--- config.mk ---
export PLATFORM = sky130hd
export DESIGN_NAME = sw_conditioner
export DESIGN_NICKNAME = d
export VERILOG_FILES = /design/src/rtl/sw_conditioner.sv
export SDC_FILE = /design/constraint.sdc
export NUM_CORES = 1
export LEC_CHECK = 0
export CAP_MARGIN = 5
export CORE_UTILIZATION = 54
export DETAILED_ROUTE_END_ITERATION = 8
export GPL_ROUTABILITY_DRIVEN = 0
export PLACE_DENSITY_LB_ADDON = 0.25
export SETUP_SLACK_MARGIN = 0.1
export SLEW_MARGIN = 15
export SYNTH_ARGS = -nofsm -noshare
export SYNTH_HDL_FRONTEND = slang
export SYNTH_SLANG_ARGS = --single-unit
--- constraint.sdc ---
create_clock -name clk_i -period 4.65 [get_ports clk_i]
set_input_delay 0.93 -clock clk_i [delete_from_list [all_inputs] [get_ports clk_i]]
set_output_delay 0.93 -clock clk_i [all_outputs]
set_load 0.03 [all_outputs]
--- src/rtl/sw_conditioner.sv ---
// Multi-channel switch conditioner: sync, debounce, polarity fix, edge pulses, heartbeat.
// Define SW_CONDITIONER_HOLD_EN to build the per-channel long-press (hold_o) logic.
module sw_conditioner #(
  parameter int            CH           = 4,
  parameter int            DEBOUNCE_CYC = 1_000_000,
  parameter int            HB_CYC       = 10_000_000,
  parameter int            HOLD_CYC     = 50_000_000,
  parameter logic [CH-1:0] INV_MASK     = {CH{1'b0}}
) (
  input  logic          clk_i,
  input  logic          rst_n_i,
  input  logic [CH-1:0] raw_i,
  output logic [CH-1:0] level_o,
  output logic [CH-1:0] rise_o,
  output logic [CH-1:0] fall_o,
  output logic [CH-1:0] hold_o,
  output logic          any_edge_o,
  output logic          heartbeat_o
);

  localparam int DW  = $clog2(DEBOUNCE_CYC + 1);
  localparam int HBW = $clog2(HB_CYC + 1);
  localparam logic [DW-1:0]  DB_TERM = DW'(DEBOUNCE_CYC - 1);
  localparam logic [HBW-1:0] HB_TERM = HBW'(HB_CYC - 1);

  if (CH < 1 || CH > 32 || DEBOUNCE_CYC < 1 || HB_CYC < 1 || HOLD_CYC < 1) begin : g_param_err
    $error("sw_conditioner: parameter out of range");
  end

  logic [CH-1:0]  sync1_q, sync2_q;
  logic [CH-1:0]  level_q, level_d;
  logic [CH-1:0]  rise_q, rise_d, fall_q, fall_d;
  logic [DW-1:0]  dcnt_q [CH];
  logic [DW-1:0]  dcnt_d [CH];
  logic [HBW-1:0] hb_cnt_q, hb_cnt_d;
  logic           hb_q, hb_d;

  // Level only follows sync after DEBOUNCE_CYC consecutive differing samples.
  always_comb begin
    level_d = level_q;
    rise_d  = '0;
    fall_d  = '0;
    for (int n = 0; n < CH; n++) begin
      dcnt_d[n] = '0;
      if (sync2_q[n] != level_q[n]) begin
        if (dcnt_q[n] == DB_TERM) begin
          level_d[n] = sync2_q[n];
          rise_d[n]  = sync2_q[n];
          fall_d[n]  = ~sync2_q[n];
        end else begin
          dcnt_d[n] = dcnt_q[n] + DW'(1);
        end
      end
    end
  end

  always_comb begin
    hb_cnt_d = hb_cnt_q + HBW'(1);
    hb_d     = hb_q;
    if (hb_cnt_q == HB_TERM) begin
      hb_cnt_d = '0;
      hb_d     = ~hb_q;
    end
  end

  always_ff @(posedge clk_i or negedge rst_n_i) begin
    if (!rst_n_i) begin
      sync1_q  <= '0;
      sync2_q  <= '0;
      level_q  <= '0;
      rise_q   <= '0;
      fall_q   <= '0;
      hb_cnt_q <= '0;
      hb_q     <= 1'b0;
      for (int n = 0; n < CH; n++) dcnt_q[n] <= '0;
    end else begin
      sync1_q  <= raw_i ^ INV_MASK;
      sync2_q  <= sync1_q;
      level_q  <= level_d;
      rise_q   <= rise_d;
      fall_q   <= fall_d;
      hb_cnt_q <= hb_cnt_d;
      hb_q     <= hb_d;
      for (int n = 0; n < CH; n++) dcnt_q[n] <= dcnt_d[n];
    end
  end

`ifdef SW_CONDITIONER_HOLD_EN
  localparam int HW = $clog2(HOLD_CYC + 1);
  localparam logic [HW-1:0] HOLD_TERM = HW'(HOLD_CYC);

  logic [HW-1:0] hcnt_q [CH];
  logic [HW-1:0] hcnt_d [CH];
  logic [CH-1:0] hold_q, hold_d;

  // Clearing on the next level lets hold drop in the same cycle as fall_o.
  always_comb begin
    hold_d = '0;
    for (int n = 0; n < CH; n++) begin
      hcnt_d[n] = hcnt_q[n];
      if (!level_d[n]) begin
        hcnt_d[n] = '0;
      end else if (level_q[n] && hcnt_q[n] != HOLD_TERM) begin
        hcnt_d[n] = hcnt_q[n] + HW'(1);
      end
      hold_d[n] = (hcnt_d[n] == HOLD_TERM);
    end
  end

  always_ff @(posedge clk_i or negedge rst_n_i) begin
    if (!rst_n_i) begin
      hold_q <= '0;
      for (int n = 0; n < CH; n++) hcnt_q[n] <= '0;
    end else begin
      hold_q <= hold_d;
      for (int n = 0; n < CH; n++) hcnt_q[n] <= hcnt_d[n];
    end
  end

  assign hold_o = hold_q;
`else
  assign hold_o = {CH{1'b0}};
`endif

  assign level_o     = level_q;
  assign rise_o      = rise_q;
  assign fall_o      = fall_q;
  assign any_edge_o  = |(rise_q | fall_q);
  assign heartbeat_o = hb_q;

endmodule

==> metrics <==
Final Hold Violating Endpoints 0; vias after detailed routing approximately 4400; GRT Total Usage a little over a fifth; maximum number of pins on one net before global-route repair 63; startpoint of the most critical setup path fall_o[0]; final setup fails 0; wire length of the first global-routing pass between 15 and 20 mm; Initial Utilization 56.51%; P&R area growth vs syn 15.13%; ordered cell list for the critical path nor4_1, nand2_1, clkdlybuf4s50_1; placeable core region 10510 um^2; Synth top area share 52.68%; crit-path max cell delay between 0.5 and 0.6 ns; syn avg cell area 10.15 um^2; CTS H-Tree Depth 4; share of total power in sequential cells between 40 and 50%; count of pins on the block boundary 24; Unique masters post-synth 45; most instantiated cells after synthesis sky130_fd_sc_hd__dfrtp_1 (125), sky130_fd_sc_hd__nor2_1 (62), sky130_fd_sc_hd__xnor2_1 (42); switching component of the power 0.0005578 W; number of flops mapped to enable cells by yosys 0; buffer cell driving the clock tree root sky130_fd_sc_hd__clkbuf_8; Yosys top cell by area sky130_fd_sc_hd__dfrtp_1; placed instance area roughly 6300 um^2; dominant cell by count in the synthesized netlist sky130_fd_sc_hd__dfrtp_1; sequential area share after synthesis roughly 53%; Setup WS pre-CTS around 2.3 ns; kind of capture point of the worst setup path primary output; share of final-layout standard cells stronger than drive strength 1 approximately 8.7%; R2R Setup Slk between 2 and 2.5 ns; maximum capacitance violations 0; residual DRC count 0; count of cells resized by post-cts repair 0; clock sinks 125; Final Max Slew Viols 0; post-DP HPWL 7.694 mm; drt pass-1 iters 5; cell at the slowest stage of the critical path sky130_fd_sc_hd__clkdlybuf4s50_1; worst r2r dst dcnt_q[58]; type of element launching the critical path flip-flop; Die Outline Area ~11000 um^2; die boundary height between 100 and 150 um; design area approximately 7000 um^2; ranking of synthesized cells by area sky130_fd_sc_hd__dfrtp_1 (53%), sky130_fd_sc_hd__xnor2_1 (6.2%), sky130_fd_sc_hd__xor2_1 (4.0%), sky130_fd_sc_hd__nor2_1 (3.9%), sky130_fd_sc_hd__nand3_1 (3.4%); path type of the worst setup path reg -> out; maximum clock frequency 358.8 MHz; Crit path required time 3.72 ns; Post-CTS Repair Setup Buffers 0; site row count 37; end of the critical path any_edge_o; # port buffers 19; cells on worst reg2reg path 5; path category of the worst min-delay check reg -> reg; RSZ-0062 raised after global routing no; worst slew margin relative to its limit 41.24%; number of nets with antenna violations after detailed routing 0; total CTS buffers 17; Combinational Power Share 2.4%; Main synth FF type sky130_fd_sc_hd__dfrtp_1; part of the power in the clock network 51.4%; number of buffers on the longest clock path 2; count of inserted antenna diode cells 0; final critical-path required period 2.787 ns; ratio of total power to cell area between 300 and 400 nW/um^2; total overflow reported by the global router 0; CTS tree built; number of nets in the final layout ~620; Worst Path Arrival 1.86 ns; Fin Clk Skew 0.01066 ns; Clk pin slew, worst setup/hold paths 0.06 ns; global routing met3 resource utilization ~5.2%; startpoint of the most critical register-to-register path dcnt_q[40]; utilization after layout 65.06%; synthesized flop and latch total 125; Static Leakage 2.789 nW; worst vdd ir 0.2277 mV; vias in the first global route 4293; fraction of met2 tracks used by global routing 35.99%; number of cells produced by synthesis 585; Sw Share 23.16%; total standard cell area after synthesis 5938 um^2; sum of routed wire length over all layers 11.40 mm; most used routing layer in global routing met2; met1 routing resource usage after global routing 27.95%; CTS Hold Bufs 0; Clock Latency Late Sink ~0.52 ns; worst path setup slack after routing between 1.5 and 2 ns; Period Utilization, post-route 59.94%; number of fillers in the final layout 805; power consumption 0.002409 W; cell internal pwr 0.001851 W; number of warning messages in the yosys log 0; First DRT Iteration DRCs 249; initial antenna violation count 0; setup tns final 0 ns; pin slew with the least headroom to its limit 0.8734 ns; wire length per cell after detailed routing ~15 um; die width around 110 um; proportion of register bits with asynchronous set or reset after synthesis 100.0%; status finished, final reports clean; mean number of vias per cell 5.776; worst-path maximum fanout 2
## per-stage QoR
stage,std cells,hold slack [ns]
final,760,0.3472
after global routing,760,0.3547
after CTS,760,0.3494
after detailed placement,728,0.3362
after global placement,728,0.3333
after floorplan,588,0.3312
## state kept, by name, indices dropped and copies added, names as in the netlist
signal and count:
rise_o 4, sync1_q 4, sync2_q 4, dcnt_q 80
hb_cnt_q 24, level_o 4, fall_o 4, heartbeat_o 1
## how the worst min path moves through the flow
stage,start,endpoint,slack (ns),cells past startpoint
after floorplan,sync1_q[0],sync2_q[0],0.33,0
final,sync1_q[1],sync2_q[1],0.35,0
after CTS,sync1_q[1],sync2_q[1],0.35,0
after global placement,sync1_q[1],sync2_q[1],0.33,0
after global routing,sync1_q[3],sync2_q[3],0.35,0
after detailed placement,sync1_q[1],sync2_q[1],0.34,0
## area by class of cell
class,instances,area [um^2],share of cell area [%]
clock buffer,19,431.7,6.314
clock inverter,13,133.9,1.958
inverter,12,45.04,0.6589
multi-input combinational,432,2710,39.64
sequential,125,3128,45.75
tap,136,170.2,2.489
timing repair buffer,23,217.7,3.184
## kinds of logic after synthesis
logic type / share of synthesized area (%)
simple gates: 26.61
flops: 52.68
xor+xnor: 10.18
compound gates: 6.405
buf+inv: 2.255
fa+ha+maj: 1.054
mux: 0.7585
other cells: 0.06315
## per-layer routing
layer,wire (um),up-vias
met3,423,16
met4,186,0
li1,-,2136
met5,0,-
met2,5534,93
met1,5258,2145
## critical path: cells and delay by family, from the launching register on
kind          cells  cell delay [ns]
flops             1             0.38
buf+inv           1             0.59
simple gates      2             0.37
## placed cells by master, fill, tap and decap left out, types with 15 or more instances in the layout
cell type                         instances
sky130_fd_sc_hd__dfrtp_1                125
sky130_fd_sc_hd__nor2_1                  62
sky130_fd_sc_hd__xnor2_1                 42
sky130_fd_sc_hd__nand3_1                 40
sky130_fd_sc_hd__nand2_1                 36
sky130_fd_sc_hd__a21oi_1                 29
sky130_fd_sc_hd__xor2_1                  27
sky130_fd_sc_hd__nand4_1                 26
sky130_fd_sc_hd__clkdlybuf4s50_1         18
sky130_fd_sc_hd__or3_1                   17
sky130_fd_sc_hd__and3_1                  17
sky130_fd_sc_hd__clkbuf_16               16
sky130_fd_sc_hd__nor4_1                  15
## power by group through the flow
stage               combinational [W]  clock (W)  sequential (W)
floorplan                   0.0000287          0         0.00113
global placement            0.0000578          0         0.00113
detailed placement          0.0000595          0         0.00113
CTS                         0.0000595    0.00126         0.00111
global route                0.0000677    0.00132         0.00111
finish                      0.0000582    0.00124         0.00111
No activity file was read; power rests on OpenSTA's default activity.
